## src/rtl/bus_matrix_wb_arbiter.sv

```systemverilog
// Round-robin Wishbone arbiter: NUM_MASTERS masters share one slave port.
// Define BUS_MATRIX_ARB_TIMEOUT_EN to build the unacknowledged-cycle watchdog and ABORT state.
module bus_matrix_wb_arbiter #(
  parameter int unsigned NUM_MASTERS    = 4,
  parameter int unsigned TIMEOUT_CYCLES = 255
) (
  input  logic                           clk_i,
  input  logic                           rst_i,
  input  logic [NUM_MASTERS-1:0]         m_cyc_i,
  input  logic                           s_ack_i,
  input  logic                           s_err_i,
  output logic [NUM_MASTERS-1:0]         grant_o,
  output logic [$clog2(NUM_MASTERS)-1:0] grant_idx_o,
  output logic                           s_cyc_o,
  output logic [NUM_MASTERS-1:0]         m_err_o,
  output logic                           timeout_o
);

  localparam int unsigned MAX_MASTERS = 16;
  localparam int unsigned IDX_W       = $clog2(NUM_MASTERS);
  localparam int unsigned CNT_W       = 16;

  if (NUM_MASTERS < 2 || NUM_MASTERS > MAX_MASTERS) begin : g_bad_cfg
    $error("bus_matrix_wb_arbiter: NUM_MASTERS out of range");
  end

`ifdef BUS_MATRIX_ARB_TIMEOUT_EN
  typedef enum logic [1:0] {ST_IDLE, ST_GRANT, ST_ABORT} state_t;
`else
  typedef enum logic [0:0] {ST_IDLE, ST_GRANT} state_t;
`endif

  state_t                 r_state;
  logic [IDX_W-1:0]       r_last_idx;
  logic [IDX_W-1:0]       w_cand;
  logic [IDX_W-1:0]       w_win_idx;
  logic                   w_win_vld;
  logic [NUM_MASTERS-1:0] w_win_oh;
  logic                   w_own_cyc;

  // Round-robin search starting one past the last owner
  always_comb begin
    w_cand    = '0;
    w_win_idx = '0;
    w_win_vld = 1'b0;
    for (int unsigned i = 1; i <= NUM_MASTERS; i++) begin
      w_cand = IDX_W'((32'(r_last_idx) + i) % NUM_MASTERS);
      if (!w_win_vld && m_cyc_i[w_cand]) begin
        w_win_vld = 1'b1;
        w_win_idx = w_cand;
      end
    end
  end

  assign w_win_oh  = NUM_MASTERS'(1) << w_win_idx;
  assign w_own_cyc = m_cyc_i[grant_idx_o];

`ifdef BUS_MATRIX_ARB_TIMEOUT_EN
  logic [CNT_W-1:0] r_to_cnt;
  logic             w_beat_done;
  logic             w_fire;

  assign w_beat_done = s_ack_i | s_err_i;
  assign w_fire      = (r_to_cnt + CNT_W'(1)) == CNT_W'(TIMEOUT_CYCLES);
`else
  logic w_unused;
  assign w_unused  = ^{s_ack_i, s_err_i, CNT_W'(TIMEOUT_CYCLES)};
  assign m_err_o   = '0;
  assign timeout_o = 1'b0;
`endif

  // Arbitration FSM with registered outputs; a release always wins over a timeout
  always_ff @(posedge clk_i) begin
    if (rst_i) begin
      r_state     <= ST_IDLE;
      grant_o     <= '0;
      grant_idx_o <= '0;
      s_cyc_o     <= 1'b0;
      r_last_idx  <= IDX_W'(NUM_MASTERS - 1);
`ifdef BUS_MATRIX_ARB_TIMEOUT_EN
      m_err_o     <= '0;
      timeout_o   <= 1'b0;
      r_to_cnt    <= '0;
`endif
    end else begin
`ifdef BUS_MATRIX_ARB_TIMEOUT_EN
      m_err_o   <= '0;
      timeout_o <= 1'b0;
`endif
      case (r_state)
        ST_IDLE: begin
          if (w_win_vld) begin
            r_state     <= ST_GRANT;
            grant_o     <= w_win_oh;
            grant_idx_o <= w_win_idx;
            s_cyc_o     <= 1'b1;
`ifdef BUS_MATRIX_ARB_TIMEOUT_EN
            r_to_cnt    <= '0;
`endif
          end
        end
        ST_GRANT: begin
          if (!w_own_cyc) begin
            r_state     <= ST_IDLE;
            grant_o     <= '0;
            grant_idx_o <= '0;
            s_cyc_o     <= 1'b0;
            r_last_idx  <= grant_idx_o;
          end
`ifdef BUS_MATRIX_ARB_TIMEOUT_EN
          else if (w_beat_done) begin
            r_to_cnt <= '0;
          end else if (w_fire) begin
            r_state   <= ST_ABORT;
            timeout_o <= 1'b1;
            m_err_o   <= grant_o;
          end else begin
            r_to_cnt <= r_to_cnt + CNT_W'(1);
          end
`endif
        end
`ifdef BUS_MATRIX_ARB_TIMEOUT_EN
        ST_ABORT: begin
          r_state     <= ST_IDLE;
          grant_o     <= '0;
          grant_idx_o <= '0;
          s_cyc_o     <= 1'b0;
          r_last_idx  <= grant_idx_o;
        end
`endif
        default: r_state <= ST_IDLE;
      endcase
    end
  end

endmodule

```

## config.mk

```make
export PLATFORM = sky130hd
export DESIGN_NAME = bus_matrix_wb_arbiter
export DESIGN_NICKNAME = d
export VERILOG_FILES = /design/src/rtl/bus_matrix_wb_arbiter.sv
export SDC_FILE = /design/constraint.sdc
export NUM_CORES = 1
export LEC_CHECK = 0
export CAP_MARGIN = 20
export CORE_MARGIN = 4
export CORE_UTILIZATION = 47
export CTS_BUF_LIST = sky130_fd_sc_hd__clkbuf_4 sky130_fd_sc_hd__clkbuf_8
export DETAILED_ROUTE_END_ITERATION = 8
export MAX_ROUTING_LAYER = met4
export PLACE_DENSITY = 0.8
export SYNTH_ARGS = -nofsm -noshare
export SYNTH_HDL_FRONTEND = slang
export SYNTH_SLANG_ARGS = --single-unit
```

## constraint.sdc

```tcl
create_clock -name clk_i -period 1.52 [get_ports clk_i]
set_input_delay 0.304 -clock clk_i [delete_from_list [all_inputs] [get_ports clk_i]]
set_output_delay 0.304 -clock clk_i [all_outputs]
set_load 0.05 [all_outputs]
```

* Yosys cells after proc, flatten, opt, wreduce, memory -nomap -nowiden *
Cells that the tools add are included.

cells by class
  bitwise logic cells = 2
  equal/unequal tests = 2
  multiply operators = 0
  magnitude comparators = 5
  multiplexer cells = 30
  add/subtract/negate cells = 4
  shift operators = 1
  div/mod/pow operators = 0
  reductions and logical operators = 8

operators with widths
  kind                                                count
  < comparator 2 x 3 -> 1 bit, second input constant  5
  2-to-1 mux 1 bit                                    13
  2-to-1 mux 2 bit                                    6
  binary-select mux 1 bit (select 2 bit)              5
  2-to-1 mux 4 bit                                    2
  case mux 4 bit (2 select lines)                     1
  adder 2 x 1 -> 2 bit, second input constant         2
  adder 2 bit, second input constant                  2
  != test 2 bit, second input constant                2
  case mux 1 bit (2 select lines)                     2
  case mux 2 bit (2 select lines)                     1
  AND reduction 2 bit                                 2
  << shifter 1 x 2 -> 4 bit, first input constant     1
  logical AND 1 bit                                   3
  zero test 1 bit                                     3
  inverter 1 bit                                      2

word-level totals
  bits in latches = 0
  memory bits (writable) = 0
  memories = 0
  register bits after elaboration = 10
  output and inout bits = 12
  bits in read-only memories = 0

* Depth between registers and ports, before layout *
  depth after elaboration = 16
  mapped depth = 5
  gate-level depth less buffers = 4

* Worst setup path after synthesis *
Ideal clock, no wire load.

  path type = register -> register
  start point = reg grant_idx_o[0]
  end point = reg r_last_idx[0]
  arrival = 1.557 ns
  path slack = -0.157 ns
  path buffers = 0
  cell stages (with the launch flop) = 5
  clock period less this slack = 1.677 ns
  setup time = 0.120 ns
  cells stage by stage = dfxtp_1 -> mux2i_1 -> a22oi_4 -> nor2b_1 -> a211o_1

between the ends
  longest elaborated chain between the ends = 4

RTL lines
  item                                    RTL line  source
  start: declaration                      13        output logic [$clog2(NUM_MASTERS)-1:0] grant_idx_o,
  start signal: assignment                95        grant_idx_o <= w_win_idx;
  binary-select mux 1 bit (select 2 bit)  56        assign w_own_cyc = m_cyc_i[grant_idx_o];
  2-to-1 mux 1 bit (not written as such)  56
  inverter 1 bit (no line)                --
  AND reduction 2 bit (no line)           --
  end signal: assignment                  79        r_last_idx <= IDX_W'(NUM_MASTERS - 1);
  end signal: assignment                  108       r_last_idx <= grant_idx_o;
  end: declaration                        34        logic [IDX_W-1:0] r_last_idx;

Parallel ways exist; a longest one is shown, timed or not. The select of a mux whose other input is x is not followed.
A chain may end at the register's enable or synchronous reset.

* Final worst setup path *
  start point = reg r_last_idx[1]
  end point = reg grant_idx_o[0]

between the ends
  longest elaborated chain between the ends = 15

RTL lines
  item                                                                    RTL line  source
  adder 2 x 1 -> 2 bit                                                    47        w_cand = IDX_W'((32'(r_last_idx) + i) % NUM_MASTERS);
  binary-select mux 1 bit (select 2 bit)                                  48        if (!w_win_vld && m_cyc_i[w_cand]) begin
  2-to-1 mux 1 bit (not written as such)                                  48
  2-to-1 mux 1 bit                                                        48
  zero test 1 bit                                                         48
  logical AND 1 bit                                                       48
  2-to-1 mux 1 bit                                                        48
  zero test 1 bit                                                         48
  logical AND 1 bit                                                       48
  2-to-1 mux 1 bit                                                        48
  zero test 1 bit                                                         48
  logical AND 1 bit                                                       48
  2-to-1 mux 2 bit or 2-to-1 mux 1 bit (tied branches)                    48
  2-to-1 mux 2 bit or != test 2 bit (tied branches)                       --
  case mux 2 bit (2 select lines) or AND reduction 2 bit (tied branches)  --

Parallel ways exist; a longest one is shown, timed or not. The select of a mux whose other input is x is not followed.

==> impl_metrics.env <==
export IMPL_ys_types=34
export IMPL_fill_cells=96
export IMPL_finalCritPeriodShare=0.8988
export IMPL_finalNonFillerCells=123
export IMPL_clk_latency_ps=280
export IMPL_area_growth_pct=51.92
export IMPL_io_buffers=12
export IMPL_fp_coreArea_mm2=0.001301
export IMPL_detailed_place_hpwl_mm=1.286
export IMPL_maxCapViolations=0
export IMPL_wl_mm=1.816
export IMPL_avgSynthCellArea_um2=7.934
export IMPL_diodes=0
export IMPL_vias=699
export IMPL_routedWlPerCell_um=14.76
export IMPL_drt_iter0_markers=11
export IMPL_finalHoldViolCount=0
export IMPL_place_inst=119
export IMPL_layout_common_cells="buf_4 (16), a21oi_1 (12), dfxtp_1 (9)"
export IMPL_fin_worst_skew_ps=0.3993
export IMPL_cellPowerDensity_mw_per_mm2=985.9
export IMPL_pwr_share_seq=0.350
export IMPL_final_nets=117
export IMPL_syn_cell_area_um2=650.6
export IMPL_crit_fanout=8
export IMPL_crit_arrival_ps=1510
export IMPL_finalInstanceArea_um2=988.4
export IMPL_power_leakage_nw=0.4632
export IMPL_peakVddDrop_v=0.0008030
export IMPL_track_usage=0.2050
export IMPL_p_sw_w=0.0003523
export IMPL_postCtsSetupBuffers=0
export IMPL_synth_warnings=0
export IMPL_setup_viol=0
export IMPL_gp_congestion=0.9491
export IMPL_grt_overflow_total=0
export IMPL_switching_share=0.3615
export IMPL_via_per_inst=5.683
export IMPL_netlist_instances=82
export IMPL_multi_input_area_um2=396.6
export IMPL_critPathRequiredTime_ps=1670
export IMPL_criticalPathCategory="reg2reg"
export IMPL_htree_levels=1
export IMPL_die_h_um=45.21
export IMPL_chipWidth_um=45.21
export IMPL_clk_pin_slew_ps=60
export IMPL_max_freq_mhz=732.0
export IMPL_cts_tree="yes"
export IMPL_dr_pass1_iters=6
export IMPL_rows=13
export IMPL_yosysSeqAreaShare=0.3077
export IMPL_drv_slew=0
export IMPL_clockBufferDepth=2
export IMPL_end_kind="flop"
export IMPL_ioPinCount=20
export IMPL_cp_start_kind="flop"
export IMPL_p_clk_frac=0.252
export IMPL_grt_max_degree=14
export IMPL_finalPower_w=0.0009745
export IMPL_layout_commonest_cell="buf_4"
export IMPL_ant_nets=0
export IMPL_period_needed_ps=1366
export IMPL_synth_seq_cells=10
export IMPL_cts_hold_buf=0
export IMPL_grt_pass1_vias=674
export IMPL_cts_sinks=10
export IMPL_place_area_um2=937.1
export IMPL_die_area_mm2=0.002043
export IMPL_start_util=0.5000
export IMPL_min_path_type="reg2reg"
export IMPL_antenna_found_initial=0
export IMPL_clock_tree_root_cell="clkbuf_4"
export IMPL_seq_area_um2=201.4
export IMPL_cts_buffers=3
export IMPL_p_int_w=0.0006222
export IMPL_rsz0062_at_grt="no"
export IMPL_drive_gt1_frac=0.3056
export IMPL_drc=0
export IMPL_status="complete, no violations"
export IMPL_grt_pass1_wl_mm=2.911
export IMPL_p_comb_frac=0.398
[per-stage QoR]
| stage | setup WS, ps | hold slack, ps | utilization | TNS, ps |
|---|---|---|---|---|
| 6_report | 153.8 | 508.9 | 0.7596 | 0 |
| 5_1_grt | 98.32 | 523.7 | 0.7596 | 0 |
| 3_3_place_gp | -295.3 | 494.1 | 0.7202 | -2252 |
| 4_1_cts | 20.15 | 513.6 | 0.7490 | 0 |
| 3_5_place_dp | -282.9 | 503.2 | 0.7202 | -2333 |
| 2_1_floorplan | 59.35 | 478.6 | - | 0 |
[cell usage after synthesis]
library cell	n	area share
a2111oi_0	1	0.013
a21oi_1	12	0.092
conb_1	1	0.0058
a21o_1	2	0.023
a211o_1	3	0.040
a22oi_4	1	0.033
clkbuf_1	2	0.012
nand2b_1	1	0.0096
and2_1	1	0.0096
nor2_1	5	0.029
o2bb2ai_1	1	0.013
nor2_2	1	0.0096
nor3_1	1	0.0077
o21ai_0	3	0.023
a32oi_1	1	0.013
nand2_1	4	0.023
o211ai_1	1	0.012
o22ai_1	1	0.0096
inv_1	4	0.023
buf_1	1	0.0058
buf_2	1	0.0077
nor2b_1	3	0.029
mux2i_1	2	0.031
o21bai_1	2	0.023
a311oi_2	1	0.023
dfxtp_1	10	0.31
o2111ai_1	1	0.013
nor3b_1	1	0.012
buf_4	5	0.058
a221o_1	2	0.031
and3_1	1	0.0096
nand3_1	4	0.031
clkbuf_2	1	0.0077
or2_2	1	0.0096
[power groups by stage]
stage	clock network (W)	logic (W)	registers [W]
detailed placement	0	0.000380	0.000344
CTS	0.000254	0.000383	0.000339
finish	0.000246	0.000388	0.000341
floorplan	0	0.000178	0.000381
global placement	0	0.000374	0.000341
global route	0.000268	0.000410	0.000346
[area by class of cell]
type / instances / area share
Tap cell: 15 / 0.01899
Timing Repair Buffer: 28 / 0.3241
Sequential cell: 10 / 0.2038
Clock buffer: 4 / 0.03671
Inverter: 4 / 0.01519
Multi-Input combinational cell: 62 / 0.4013
[metal layers]
metal,part of all wire,vias to the layer above,global-route usage
li1,-,342,-
met3,0.067,5,0.07570
met2,0.51,29,0.3390
met5,0,-,-
met1,0.41,323,0.2150
met4,0.015,0,0.09357
[flip-flops by register name, indices dropped and copies added, names as in the netlist]
name         flops
r_state          1
s_cyc_o          1
grant_o          4
grant_idx_o      2
r_last_idx       2
[timing repair]
action                                 CTS  global route
setup endpoints to repair                1             9
pin swaps                                0             1
resized for setup                        1             5
endpoints found under the hold margin    0             0
[worst max-delay path, stage by stage (launching register included)]
cell and delay, ps:
dfxtp_1 480, nand2b_1 180, a21oi_1 70, a2111oi_1 410, nor3_1 90
[final timing paths]
kind,startpoint,end,slack [ps],cells past startpoint
setup / recovery,r_last_idx[1]$_SDFFE_PP1P_,grant_idx_o[0]$_SDFFE_PP0P_,150,4
hold / removal,grant_o[0]$_SDFFE_PP0P_,grant_o[0]$_SDFFE_PP0P_,510,2
setup reg to reg,r_last_idx[1]$_SDFFE_PP1P_,grant_idx_o[0]$_SDFFE_PP0P_,150,4
hold reg to reg,grant_o[0]$_SDFFE_PP0P_,grant_o[0]$_SDFFE_PP0P_,510,2
[logic make-up after synthesis]
family	share of synthesized area
other	0.005764
muxes	0.03077
buffers and inverters	0.1134
and+or+nand+nor	0.1789
AOI/OAI and AO/OA	0.3635
DFF	0.3077
Power figures use the tool's default switching activity.
